`src/rtl/matmul_tile_scheduler.sv`:
```
// matmul_tile_scheduler: walks the m/n/k tiles of a GEMM job, producing BRAM tile
// addresses with running adders and driving the engine start/done handshake.
module matmul_tile_scheduler #(
  parameter int AWIDTH = 10,
  parameter int CNT_WIDTH = 8
) (
  input  logic                 clk,
  input  logic                 resetn,
  input  logic                 cfg_start,
  input  logic                 cfg_abort,
  input  logic [CNT_WIDTH-1:0] num_m,
  input  logic [CNT_WIDTH-1:0] num_n,
  input  logic [CNT_WIDTH-1:0] num_k,
  input  logic [AWIDTH-1:0]    base_a,
  input  logic [AWIDTH-1:0]    base_b,
  input  logic [AWIDTH-1:0]    base_c,
  input  logic [AWIDTH-1:0]    a_m_stride,
  input  logic [AWIDTH-1:0]    a_k_stride,
  input  logic [AWIDTH-1:0]    b_k_stride,
  input  logic [AWIDTH-1:0]    b_n_stride,
  input  logic [AWIDTH-1:0]    c_m_stride,
  input  logic [AWIDTH-1:0]    c_n_stride,
  output logic                 mm_start,
  input  logic                 mm_done,
  output logic [AWIDTH-1:0]    mm_addr_a,
  output logic [AWIDTH-1:0]    mm_addr_b,
  output logic [AWIDTH-1:0]    mm_addr_c,
  output logic                 mm_accumulate,
  output logic                 busy,
  output logic                 done,
  output logic                 aborted,
  output logic [CNT_WIDTH-1:0] cur_m,
  output logic [CNT_WIDTH-1:0] cur_n,
  output logic [CNT_WIDTH-1:0] cur_k
);
  typedef enum logic [2:0] {IDLE, ISSUE, WAIT_DONE, RELEASE, ADVANCE} state_e;
  typedef struct packed {
    state_e                state;
    logic                  done;
    logic                  aborted;
    logic                  abort_pend;
    logic [CNT_WIDTH-1:0]  m, n, k, nm, nn, nk;
    logic [AWIDTH-1:0]     base_b, a_ms, a_ks, b_ks, b_ns, c_ms, c_ns;
    logic [AWIDTH-1:0]     a_row, a, b_col, b, c_row, c;
  } regs_t;
  regs_t r_q, r_d;
  logic k_last, n_last, m_last, zero, ab;
  always_comb begin
    r_d = r_q;
    k_last = r_q.k == r_q.nk - CNT_WIDTH'(1);
    n_last = r_q.n == r_q.nn - CNT_WIDTH'(1);
    m_last = r_q.m == r_q.nm - CNT_WIDTH'(1);
    zero = (num_m == '0) || (num_n == '0) || (num_k == '0);
    ab = r_q.abort_pend | cfg_abort;
    case (r_q.state)
      IDLE: if (cfg_start) begin
        r_d.done = zero;
        r_d.aborted = 1'b0;
        if (!zero) begin
          r_d.state = ISSUE;
          r_d.abort_pend = 1'b0;
          {r_d.m, r_d.n, r_d.k} = '0;
          {r_d.nm, r_d.nn, r_d.nk} = {num_m, num_n, num_k};
          {r_d.base_b, r_d.a_ms, r_d.a_ks} = {base_b, a_m_stride, a_k_stride};
          {r_d.b_ks, r_d.b_ns, r_d.c_ms, r_d.c_ns} = {b_k_stride, b_n_stride, c_m_stride, c_n_stride};
          {r_d.a_row, r_d.a, r_d.b_col, r_d.b, r_d.c_row, r_d.c} = {base_a, base_a, base_b, base_b, base_c, base_c};
        end
      end
      ISSUE: begin
        r_d.state = cfg_abort ? IDLE : WAIT_DONE;
        r_d.done = cfg_abort;
        r_d.aborted = cfg_abort;
      end
      WAIT_DONE: if (cfg_abort || mm_done) begin
        r_d.state = RELEASE;
        r_d.abort_pend = cfg_abort;
      end
      // a done still high from the last tile must clear before the next issue
      RELEASE: begin
        r_d.abort_pend = ab & mm_done;
        if (!mm_done) begin
          r_d.state = ab ? IDLE : ADVANCE;
          r_d.done = ab;
          r_d.aborted = ab;
        end
      end
      ADVANCE: if (cfg_abort || (k_last && n_last && m_last)) begin
        r_d.state = IDLE;
        r_d.done = 1'b1;
        r_d.aborted = cfg_abort;
      end else begin
        r_d.state = ISSUE;
        if (!k_last) begin
          r_d.k = r_q.k + CNT_WIDTH'(1);
          r_d.a = r_q.a + r_q.a_ks;
          r_d.b = r_q.b + r_q.b_ks;
        end else if (!n_last) begin
          r_d.k = '0;
          r_d.n = r_q.n + CNT_WIDTH'(1);
          r_d.a = r_q.a_row;
          r_d.b_col = r_q.b_col + r_q.b_ns;
          r_d.b = r_q.b_col + r_q.b_ns;
          r_d.c = r_q.c + r_q.c_ns;
        end else begin
          {r_d.k, r_d.n} = '0;
          r_d.m = r_q.m + CNT_WIDTH'(1);
          r_d.a_row = r_q.a_row + r_q.a_ms;
          r_d.a = r_q.a_row + r_q.a_ms;
          r_d.b_col = r_q.base_b;
          r_d.b = r_q.base_b;
          r_d.c_row = r_q.c_row + r_q.c_ms;
          r_d.c = r_q.c_row + r_q.c_ms;
        end
      end
      default: r_d.state = IDLE;
    endcase
  end
  always_ff @(posedge clk or negedge resetn) begin
    if (!resetn) r_q <= '0;
    else r_q <= r_d;
  end
  assign mm_start = r_q.state == WAIT_DONE;
  assign busy = r_q.state != IDLE;
  assign done = r_q.done;
  assign aborted = r_q.aborted;
  assign mm_addr_a = r_q.a;
  assign mm_addr_b = r_q.b;
  assign mm_addr_c = r_q.c;
  assign mm_accumulate = r_q.k != '0;
  assign cur_m = r_q.m;
  assign cur_n = r_q.n;
  assign cur_k = r_q.k;
endmodule

```
`config.mk`:
```
export PLATFORM = sky130hd
export DESIGN_NAME = matmul_tile_scheduler
export DESIGN_NICKNAME = d
export VERILOG_FILES = /design/src/rtl/matmul_tile_scheduler.sv
export SDC_FILE = /design/constraint.sdc
export NUM_CORES = 1
export LEC_CHECK = 0
export ABC_CLOCK_PERIOD_IN_PS = 3450
export CORE_UTILIZATION = 55
export CTS_CLUSTER_SIZE = 10
export DETAILED_ROUTE_END_ITERATION = 7
export GPL_ROUTABILITY_DRIVEN = 0
export HOLD_SLACK_MARGIN = 0.06
export PLACE_DENSITY = 0.82
export SLEW_MARGIN = 10
export SYNTH_ARGS = -nofsm -noshare
export SYNTH_HDL_FRONTEND = slang
export SYNTH_SLANG_ARGS = --single-unit
```
`constraint.sdc`:
```
create_clock -name clk -period 3.45 [get_ports clk]
set_input_delay 0.69 -clock clk [delete_from_list [all_inputs] [get_ports clk]]
set_output_delay 0.69 -clock clk [all_outputs]
set_load 0.01 [all_outputs]
```
==> impl_metrics.json <==
{
  "dieArea_mm2": 0.0218,
  "stdcell_count": 1784,
  "status": "finished clean",
  "p_per_area_mw_per_mm2": 948,
  "start_kind": "register",
  "worst_setup_path_end_kind": "register",
  "max_cap_viol_count": 0,
  "final_cell_mix": "nand2_1, dfrtp_1, clkdlybuf4s50_1",
  "drc_errors": 0,
  "synth-main-ff-cell": "dfrtp_1",
  "hp-class": "in2async",
  "dpl-instance-area_mm2": 0.0135,
  "cts-resized-gates": 0,
  "routedWlPerCell_um": 18.2,
  "min_period_ns": 3.23,
  "grt_pass1_wl_mm": 52.6,
  "cts_setup_buffers": 0,
  "synth-compound-area-share": 0.165,
  "fin_nets": 1687,
  "cts_sinks": 184,
  "synthXorXnorAreaFrac": 0.0547,
  "cp_max_fo": 24,
  "drv_slew": 0,
  "rsz0062_at_grt": "no",
  "synthesis.area_mm2": 0.0117,
  "placementRows": 52,
  "synth.distinct_cells": 75,
  "core_area_mm2": 0.0206,
  "fin_area_mm2": 0.0140,
  "vias": 10700,
  "reg2reg_slack_ns": 0.22,
  "htreeDepth": 4,
  "yosys_warnings": 0,
  "antenna_found_initial": 0,
  "ys_async_sr_fraction": 1.00,
  "antenna_cells": 0,
  "post-route-period-util": 0.935,
  "post-place-cells": 1752,
  "vias_per_cell": 5.99,
  "grt_max_degree": 132,
  "tns_ns": 0,
  "syn2layout_area_growth_pct": 20.2,
  "cts.clk_slew.worst_paths_ns": 0.07,
  "grt_pass1_vias": 10400,
  "drt_iter0_drc": 1134,
  "syn_avg_cell_area_um2": 8.42,
  "fin_skew_ns": 0.00801,
  "mostFrequentLayoutCell": "nand2_1",
  "ant_nets": 0,
  "fp.dieH_um": 148,
  "path_class": "reg2reg",
  "io_pins": 178,
  "max_freq_mhz": 310,
  "chipWidth_um": 148,
  "synth.area.mux_share": 0.0196,
  "hold_buffers": 0,
  "root_buffer": "clkbuf_16",
  "ir_worst_vdd_mv": 0.414,
  "yosys.area_share.simple": 0.221,
  "synth_fa_ha_area_frac": 0.0756,
  "worstPathArrival_ns": 3.58,
  "finalWirelength_mm": 32.5,
  "cts_buffer_depth": 2,
  "slew_headroom": 0.475,
  "dr.pass1.iters": 5,
  "cts_buffers": 17,
  "p_leak_uw": 0.00622,
  "hold_viol_final": 0,
  "grt_usage": 0.306,
  "utilization": 0.683,
  "synth_top_family_by_area": "simple AND/OR/NAND/NOR gates",
  "grt-ovfl-total": 0,
  "clk_latency_ns": 0.44,
  "worst_slew_pin_slew_ns": 0.786,
  "synth_edf_count": 0,
  "synth_seq_area_share": 0.394,
  "r2r-end": "cur_m[4]$_DFFE_PN0P_",
  "start_util": 0.568,
  "crit-reg2reg-launch": "r_q[132]$_DFFE_PN0P_",
  "setup_viol": 0,
  "synth_seq_cells": 184,
  "tritoncts": "done",
  "dp_hpwl_mm": 22.9,
  "reg2reg_depth": 9,
  "layout_setup_ws_ns": 0.224,
  "worstPathRequired_ns": 3.80,
  "place_worst_setup_slack_ns": 0.100,
  "portBuffers": 177,
  "drive_above_1_share": 0.0680,
  "synth_cells": 1388,
  "mappedNetlistNets": 1574
}
metrics by stage:
stage                     power [uW]  hold slack, ns
after floorplan                 9170           0.394
after global placement         10900           0.451
after detailed placement       11200           0.461
after CTS                      13200           0.298
after global routing           14300           0.331
final                          13300           0.273
cell usage after synthesis, drive strengths merged (12+ instances only):
| library cell | count | area, um^2 |
|---|---|---|
| a21oi | 63 | 315 |
| nand3 | 34 | 170 |
| o211ai | 12 | 90.1 |
| nand2b | 12 | 75.1 |
| a31oi | 23 | 144 |
| nor3 | 29 | 150 |
| mux2 | 15 | 169 |
| xor2 | 24 | 210 |
| inv | 41 | 154 |
| xnor2 | 49 | 429 |
| nand2 | 330 | 1240 |
| nor2b | 15 | 93.8 |
| nor4 | 14 | 93.8 |
| o21ai | 74 | 370 |
| a22oi | 12 | 90.1 |
| clkbuf | 50 | 188 |
| nor2 | 112 | 423 |
| buf | 69 | 484 |
| dfrtp | 184 | 4600 |
| ha | 61 | 763 |
power by group:
group / leakage [uW] / internal [uW] / total [uW] / switching [uW]
registers: 0.00229 / 3090 / 3940 / 853
logic: 0.00367 / 3360 / 7460 / 4100
clock network: 0.000264 / 1020 / 1910 / 892
total: 0.00622 / 7470 / 13300 / 5840
cell type report:
type                       instances  area, um^2
fill                            1654        6520
multi-input combinational       1044        6290
sequential                       184        4600
timing repair buffer             213        2090
clock buffer                      20         447
tap                              270         338
inverter                          41         154
clock inverter                    12         118
sequential cells by signal, summed over array words and instances, names as in the netlist:
signal	count
cur_k	8
r_q	128
mm_addr_c	10
cur_n	8
cur_m	8
done	1
mm_addr_b	10
mm_addr_a	10
aborted	1
routing by layer:
| layer | vias to the layer above | GRT usage | wire, um |
|---|---|---|---|
| met3 | 71 | 0.0466 | 2580 |
| li1 | 5001 | - | - |
| met4 | 0 | 0.113 | 921 |
| met2 | 544 | 0.477 | 14700 |
| met1 | 5064 | 0.431 | 14300 |
| met5 | - | 0 | 0 |
cells by family after synthesis:
group                      count (synthesis)
and+or+nand+nor                          594
AOI/OAI and AO/OA                        289
DFF                                      184
buffers and inverters                    160
xor gates and xnor gates                  73
adders and majority gates                 67
muxes                                     21
worst max path at each step:
| stage | from | to | slack [ns] |
|---|---|---|---|
| 2_1_floorplan | r_q[130]$_DFFE_PN0P_ | mm_addr_b[6]$_DFFE_PN0P_ | 0.69 |
| 3_3_place_gp | num_n[3] | cur_k[5]$_DFFE_PN0P_ | 0.21 |
| 3_5_place_dp | num_n[3] | cur_k[5]$_DFFE_PN0P_ | 0.10 |
| 4_1_cts | r_q[146]$_DFFE_PN0P_ | cur_n[5]$_DFFE_PN0P_ | 0.19 |
| 5_1_grt | r_q[132]$_DFFE_PN0P_ | r_q[54]$_DFFE_PN0P_ | 0.01 |
| 6_report | r_q[132]$_DFFE_PN0P_ | cur_m[4]$_DFFE_PN0P_ | 0.22 |
worst max-delay path: stages (launching register included):
cell     delay, ns
dfrtp_1       0.46
nor3_1        0.42
nand2_1       0.13
o41ai_1       0.57
a31oi_1       0.28
buf_4         0.22
or2_1         0.24
buf_12        0.18
or4_1         0.48
a21oi_1       0.17
Note: power is estimated with default switching activity, not from simulation.
